===== src/rtl/ring_decoder.sv =====
// Decodes a one-hot ring pattern to a binary index, checking one-hot legality
// and rotation order, with a SEARCH/TRACK/LOCKED lock machine and error counter.
module ring_decoder #(
  parameter int WIDTH    = 4,
  parameter int IDXW     = 2,
  parameter int LOCK_CNT = 2,
  parameter int ERRW     = 8
) (
  input  logic              clk,
  input  logic              rst,
  input  logic              en,
  input  logic [WIDTH-1:0]  ring_in,
  input  logic              clr_err,
  output logic [IDXW-1:0]   index,
  output logic              valid,
  output logic              onehot_err,
  output logic              seq_err,
  output logic              locked,
  output logic [ERRW-1:0]   err_count
);

  localparam int GOODW = 4;

  typedef enum logic [1:0] {
    SEARCH = 2'd0,
    TRACK  = 2'd1,
    LOCKED = 2'd2
  } state_t;

  function automatic logic is_onehot(input logic [WIDTH-1:0] v);
    return (v != {WIDTH{1'b0}}) && ((v & (v - {{(WIDTH-1){1'b0}}, 1'b1})) == {WIDTH{1'b0}});
  endfunction

  function automatic logic [IDXW-1:0] encode(input logic [WIDTH-1:0] v);
    logic [IDXW-1:0] r;
    r = {IDXW{1'b0}};
    for (int i = 0; i < WIDTH; i++) begin
      if (v[i]) begin
        r = IDXW'(i);
      end else begin
        r = r;
      end
    end
    return r;
  endfunction

  state_t             state_q, state_d;
  logic [GOODW-1:0]   good_q, good_d;
  logic [IDXW-1:0]    index_q, index_d;
  logic               valid_q, valid_d;
  logic               oh_q, oh_d;
  logic               seq_q, seq_d;
  logic               locked_q, locked_d;
  logic [ERRW-1:0]    err_q, err_d;

  logic               legal_s;
  logic [IDXW-1:0]    idx_s;
  logic [IDXW-1:0]    exp_s;
  logic [GOODW-1:0]   good_inc_s;

  assign legal_s    = is_onehot(ring_in);
  assign idx_s      = encode(ring_in);
  // Ring shifts toward bit 0, so the next legal position is one lower, wrapping to the top.
  assign exp_s      = (index_q == {IDXW{1'b0}}) ? IDXW'(WIDTH - 1) : (index_q - {{(IDXW-1){1'b0}}, 1'b1});
  assign good_inc_s = good_q + {{(GOODW-1){1'b0}}, 1'b1};

  // Lock state machine, next index and error pulses.
  always_comb begin
    state_d = state_q;
    good_d  = good_q;
    index_d = index_q;
    valid_d = 1'b0;
    oh_d    = 1'b0;
    seq_d   = 1'b0;
    if (en) begin
      case (state_q)
        SEARCH: begin
          if (legal_s) begin
            index_d = idx_s;
            valid_d = 1'b1;
            good_d  = {GOODW{1'b0}};
            state_d = TRACK;
          end else begin
            oh_d = 1'b1;
          end
        end
        TRACK, LOCKED: begin
          if (!legal_s) begin
            oh_d    = 1'b1;
            good_d  = {GOODW{1'b0}};
            state_d = SEARCH;
          end else if (idx_s == exp_s) begin
            index_d = idx_s;
            valid_d = 1'b1;
            if (state_q == TRACK) begin
              good_d  = good_inc_s;
              state_d = (good_inc_s == GOODW'(LOCK_CNT)) ? LOCKED : TRACK;
            end else begin
              state_d = LOCKED;
            end
          end else begin
            // Out-of-order sample becomes the new anchor.
            index_d = idx_s;
            valid_d = 1'b1;
            seq_d   = 1'b1;
            good_d  = {GOODW{1'b0}};
            state_d = TRACK;
          end
        end
        default: begin
          state_d = SEARCH;
          good_d  = {GOODW{1'b0}};
        end
      endcase
    end else begin
      state_d = state_q;
    end
  end

  // Lock level and saturating error counter, clear taking priority.
  always_comb begin
    locked_d = (state_d == LOCKED);
    if (clr_err) begin
      err_d = {ERRW{1'b0}};
    end else if ((oh_d || seq_d) && (err_q != {ERRW{1'b1}})) begin
      err_d = err_q + {{(ERRW-1){1'b0}}, 1'b1};
    end else begin
      err_d = err_q;
    end
  end

  // State and output registers.
  always_ff @(posedge clk or posedge rst) begin
    if (rst) begin
      state_q  <= SEARCH;
      good_q   <= {GOODW{1'b0}};
      index_q  <= {IDXW{1'b0}};
      valid_q  <= 1'b0;
      oh_q     <= 1'b0;
      seq_q    <= 1'b0;
      locked_q <= 1'b0;
      err_q    <= {ERRW{1'b0}};
    end else begin
      state_q  <= state_d;
      good_q   <= good_d;
      index_q  <= index_d;
      valid_q  <= valid_d;
      oh_q     <= oh_d;
      seq_q    <= seq_d;
      locked_q <= locked_d;
      err_q    <= err_d;
    end
  end

  assign index      = index_q;
  assign valid      = valid_q;
  assign onehot_err = oh_q;
  assign seq_err    = seq_q;
  assign locked     = locked_q;
  assign err_count  = err_q;

endmodule


===== config.mk =====
export PLATFORM = sky130hd
export DESIGN_NAME = ring_decoder
export DESIGN_NICKNAME = d
export VERILOG_FILES = /design/src/rtl/ring_decoder.sv
export SDC_FILE = /design/constraint.sdc
export NUM_CORES = 1
export LEC_CHECK = 0
export ABC_AREA = 0
export BUFFER_PORTS_ARGS = -buffer_cell sky130_fd_sc_hd__buf_2
export CELL_PAD_IN_SITES_DETAIL_PLACEMENT = 1
export CELL_PAD_IN_SITES_GLOBAL_PLACEMENT = 1
export CORE_AREA = 2 2 57 59
export CTS_BUF_LIST = sky130_fd_sc_hd__clkbuf_4 sky130_fd_sc_hd__clkbuf_8 sky130_fd_sc_hd__clkbuf_16
export DETAILED_ROUTE_END_ITERATION = 10
export DIE_AREA = 0 0 59 61
export PLACE_DENSITY = 0.82
export SLEW_MARGIN = 20
export SYNTH_ARGS = -nofsm -noshare
export SYNTH_HDL_FRONTEND = slang
export SYNTH_SLANG_ARGS = --single-unit

===== constraint.sdc =====
create_clock -name clk -period 2.95 [get_ports clk]
set_clock_uncertainty 0.2 [all_clocks]
set_input_delay 0.295 -clock clk [delete_from_list [all_inputs] [get_ports clk]]
set_output_delay 0.295 -clock clk [all_outputs]
set_load 0.02 [all_outputs]

; After elaboration in Yosys (flattened, before gate mapping)
; Index checks and enable logic that the tools add are counted.
[op_classes]
addsub = 4
n_eq_ne = 8
n_mux = 28
n_bitwise = 1
n_reduce_logical = 12
[op_table]
columns = op, count
row1 = $mux W2, 9
row2 = $mux W4, 4
row3 = $mux W8, 2
row4 = $mux W1, 11
row5 = $add A8 B1 Y8 const B, 1
row6 = $ne A8 B8 Y1 const B, 1
row7 = $pmux W4 S2, 1
row8 = $reduce_and A3 Y1, 2
row9 = $add A4 B1 Y4 const B, 1
row10 = $and A4 B4 Y4, 1
row11 = $eq A2 B2 Y1 const B, 2
row12 = $eq A4 B2 Y1 const B, 1
row13 = $logic_not A2 Y1, 2
row14 = $logic_not A4 Y1, 1
row15 = $ne A4 B4 Y1 const B, 1
row16 = $pmux W2 S2, 1
row17 = $reduce_bool A4 Y1, 1
row18 = $sub A4 B1 Y4 const B, 1
row19 = $reduce_or A3 Y1, 1
row20 = $eq A2 B1 Y1 const B, 1
row21 = $eq A2 B2 Y1, 1
row22 = $logic_and A1 B1 Y1, 2
row23 = $ne A2 B2 Y1 const B, 1
row24 = $reduce_bool A2 Y1, 1
row25 = 3 further kinds, 3
[totals]
reg_bits = 20
in_bits = 8
out_inout_bits = 14

; Longest topological paths before layout
[depth]
depth_word = 12
depth_mapped = 9

; Worst setup path after synthesis
; No wires, ideal clock.
[synth_path]
kind = register -> register
from = register index_q[0] (netlist: index[0])
to = register err_q[7] (netlist: err_count[7])
setup_time_ns = 0.125
arrival_time_ns = 1.934
t_required_ns = 2.625
path_slack_ns = 0.691
stages_incl_launch_ff = 8
path_buffers = 0
synth_period_minus_slack_ns = 2.259
cell_sequence = dfrtp_1 > inv_1 > ha_1 > mux2i_1 > o311a_1 > a22oi_2 > nor4_1 > mux2_2
[synth_between]
elab_chain_len = 10
elab_cells_between_ends = 11
[synth_lines]
columns = item, line
row1 = start: declaration, 49  ; logic [IDXW-1:0] index_q, index_d;
row2 = start signal: assignment, 137  ; index_q <= {IDXW{1'b0}};
row3 = start signal: assignment, 146  ; index_q <= index_d;
row4 = $sub A2 B1 Y2 / $logic_not A2 Y1 (equally long branches), 64  ; assign exp_s = (index_q == {IDXW{1'b0}}) ? IDXW'(WIDTH - 1) : (index_q - {{(IDXW-1){1'b0}}, 1'b1});
row5 = $mux W2 (*), 64
row6 = $eq A2 B2 Y1 (*), 92  ; end else if (idx_s == exp_s) begin
row7 = $mux W1 (*), 92
row8 = $mux W1 (*), 88  ; if (!legal_s) begin
row9 = $mux W1 (*), 76  ; case (state_q)
row10 = $mux W1 (*), 75  ; if (en) begin
row11 = $logic_or A1 B1 Y1 (*), 125  ; end else if ((oh_d || seq_d) && (err_q != {ERRW{1'b1}})) begin
row12 = $logic_and A1 B1 Y1 (*), 125
row13 = $reduce_bool A2 Y1 (no source line) (*), --
row14 = end signal: assignment, 142  ; err_q <= {ERRW{1'b0}};
row15 = end signal: assignment, 151  ; err_q <= err_d;
row16 = end: declaration, 54  ; logic [ERRW-1:0] err_q, err_d;
; Mark *: on every way between the ends. The rest lies on a longest branch, timed or not.
; A chain may end at the register's enable or synchronous reset.

; Worst setup path in the final report
; Ends and elaborated chain as after synthesis.

==> flow_summary.json <==
{
  "cts_sinks": 20,
  "cts_buffers": 3,
  "stdcell_area_um2": 1345,
  "vias": 958,
  "drv_cap": 0,
  "start_kind": "flip-flop",
  "area_growth_pct": 14.85,
  "antennaDiodeCount": 0,
  "critical_path_class": "flip-flop to flip-flop",
  "wire_per_inst_um": 14.82,
  "drc": 0,
  "final-hold-violation-count": 0,
  "antenna_left": 0,
  "vias_per_cell": 5.506,
  "synth_area_leaders": "dfrtp_1 (43%), ha_1 (8.5%), o21ai_0 (4.7%), xor2_1 (3.0%), inv_1 (2.9%)",
  "yosysTopAreaCellShare_pct": 42.74,
  "powerDensity_nw_per_um2": 534.0,
  "core_area_um2": 2953,
  "final_max_slew_viol_count": 0,
  "timing.final.crit_share_pct": 83.91,
  "use_met3_pct": 2.559,
  "r2r_end": "err_count[7]",
  "crit_arrival_ps": 2480,
  "first_global_vias": 1025,
  "hold_path.class": "input port to flip-flop",
  "io_pins": 22,
  "fmax_ghz": 0.4040,
  "p_total_uw": 718.2,
  "synth-seq-area-share_pct": 42.74,
  "globalplace.congestion": 0.7761,
  "cp_slowest_cell": "a22oi_2",
  "dp_hpwl_um": 2005,
  "die_x_um": 59,
  "top_usage_layer": "met2",
  "die_y_um": 61,
  "grt_antenna_before_repair": 0,
  "holdPathEnd": "err_count[4]",
  "leakage_uw": 0.0006360,
  "synth_area_per_cell_um2": 9.925,
  "worst_pin_slew_ps": 783.6,
  "grt_pass1_wl_um": 4374,
  "htree_levels": 1,
  "synth-edff-count": 0,
  "grt_usage_pct": 16.19,
  "clk_pin_slew_ps": 120,
  "ir_drop_mv": 0.1799,
  "wirelength_um": 2579,
  "cp_cell_sequence": "inv_1 > ha_1 > mux2i_1 > o311a_1 > a22oi_2 > nor4_1 > mux2_2",
  "layout.nets": 158,
  "die-area_um2": 3599,
  "syn_inst": 118,
  "cts_max_path_buffers": 2,
  "ys.flop_type": "dfrtp_1",
  "fin_crit_ps": 2475,
  "hold_depth": 2,
  "synthDistinctLibCells": 39,
  "slew-limit-headroom_pct": 47.70,
  "status": "completed",
  "clock_latency_ps": 310,
  "worst_hold_startpoint": "clr_err",
  "worstPathRequired_ps": 2950,
  "synth_top_cell_by_area": "dfrtp_1",
  "dr.first_iter.drc_count": 8,
  "use_met1_pct": 17.40,
  "placed_area_um2": 1299,
  "yosys_warnings": 0,
  "rsz0062_at_grt": "false",
  "cts_tree": "done",
  "placement.io_buffers": 21,
  "cp-end-kind": "flip-flop",
  "drive_above_1_share_pct": 21.28,
  "cp_max_fo": 13,
  "async_flop_share_pct": 100.0,
  "cts_resized": 0,
  "grt_max_degree": 21,
  "ys_seq_elements": 20,
  "rr_worst_depth": 7,
  "gr-usage-met2_pct": 31.27,
  "drt-pass1-iter-count": 3,
  "netlist_area_um2": 1171,
  "r2r_setup_slack_ps": 470,
  "num_rows": 20,
  "cts_root_buf": "clkbuf_4",
  "fin_tns_setup_ps": 0,
  "cpPeakStageDelay_ps": 450,
  "setup_viol_count_final": 0,
  "reg2reg_from": "index[0]",
  "grt_overflow": 0,
  "synth_nets": 134,
  "start_util_pct": 39.66,
  "fill_cells": 356
}
-- logic make-up after synthesis --
kind of cell,Yosys count,synth area share [%]
buf+inv,12,4.486
mux,3,2.671
compound gates,28,16.03
fa+ha+maj,8,8.547
flops,20,42.74
xor+xnor,4,2.991
simple gates,43,22.54
-- what timing repair did --
item                       4_1_cts  5_1_grt
buffers inserted                 0        0
setup endpoints to repair        0        0
hold buffers                     1        0
hold endpoints to repair        20        0
-- where the power goes --
| part | switching, µW | internal, µW | total [µW] | leakage (µW) |
|---|---|---|---|---|
| registers | 23.7 | 301 | 325 | 0.000268 |
| logic | 140 | 88.7 | 229 | 0.000347 |
| clock network | 88.9 | 75.4 | 164 | 0.0000210 |
| total | 253 | 466 | 718 | 0.000636 |
-- synthesized netlist by cell type (2+ instances only) --
cell,instances
a21oi_1,6
and2_1,2
dfrtp_1,20
ha_1,8
inv_1,9
mux2i_1,2
nand2_1,8
nand3_1,5
nor2_1,6
nor2b_1,3
nor4b_1,2
o21ai_0,11
o31ai_1,3
or3_1,4
or4_1,2
xor2_1,4
-- stage by stage --
stage / hold WS (ps) / cells / util, % / setup WS [ps]
global placement: 268.7 / 169 / 43.98 / 597.5
finish: 58.23 / 174 / 45.55 / 474.6
detailed placement: 275.4 / 169 / 43.98 / 483.1
global route: 59.72 / 174 / 45.55 / 274.6
CTS: 42.69 / 174 / 45.55 / 443.1
floorplan: 58.83 / 118 / - / 691.4
-- worst max path at each step --
stage / startpoint / endpoint / cells after the start
after floorplan: index[0] / err_count[7] / 7
after global placement: err_count[0] / err_count[7] / 7
after detailed placement: index[0] / err_count[7] / 7
after CTS: index[0] / err_count[7] / 7
after global routing: index[0] / err_count[7] / 7
final: index[0] / err_count[7] / 7
-- layout make-up --
cell class                      instances  area, µm²  share of cell area [%]
Clock buffer                            4      36.28                   2.698
Sequential cell                        20      500.5                   37.21
Tap cell                               33      41.29                   3.070
Multi-Input combinational cell         86      618.1                   45.95
Inverter                                9      33.78                   2.512
Timing Repair Buffer                   22      115.1                   8.558
-- critical path: cells and delay by family (launching register included) --
family                     cells  cell delay [ps]
AOI/OAI and AO/OA              2              850
adders and majority gates      1              330
buffers and inverters          1               60
DFF                            1              380
muxes                          2              430
and+or+nand+nor                1              120
-- metal layers --
layer / vias to the layer above / routed length, µm / part of all wire (%)
met5: - / 0 / 0
met4: 0 / 39 / 1.5
met3: 4 / 48 / 1.9
met2: 11 / 1387 / 54
met1: 472 / 1103 / 43
li1: 471 / - / -
-- state kept, by name, indices dropped and copies added, names as in the netlist --
register and flops:
err_count 8, good_q 4, index 2, state_q 2, locked 1, onehot_err 1, seq_err 1, valid 1
-- layout by cell type (no fill, tap or decap), types with 3 or more instances in the layout --
cell | netlist | layout
a21oi_1 | 6 | 6
nand3_1 | 5 | 5
nor2_1 | 6 | 6
buf_2 | 0 | 21
nor2b_1 | 3 | 3
dfrtp_1 | 20 | 20
xor2_1 | 4 | 4
clkbuf_4 | 0 | 3
nand2_1 | 8 | 8
or3_1 | 4 | 4
o31ai_1 | 3 | 3
ha_1 | 8 | 8
o21ai_0 | 11 | 11
inv_1 | 9 | 9
Power figures use the tool's default switching activity.
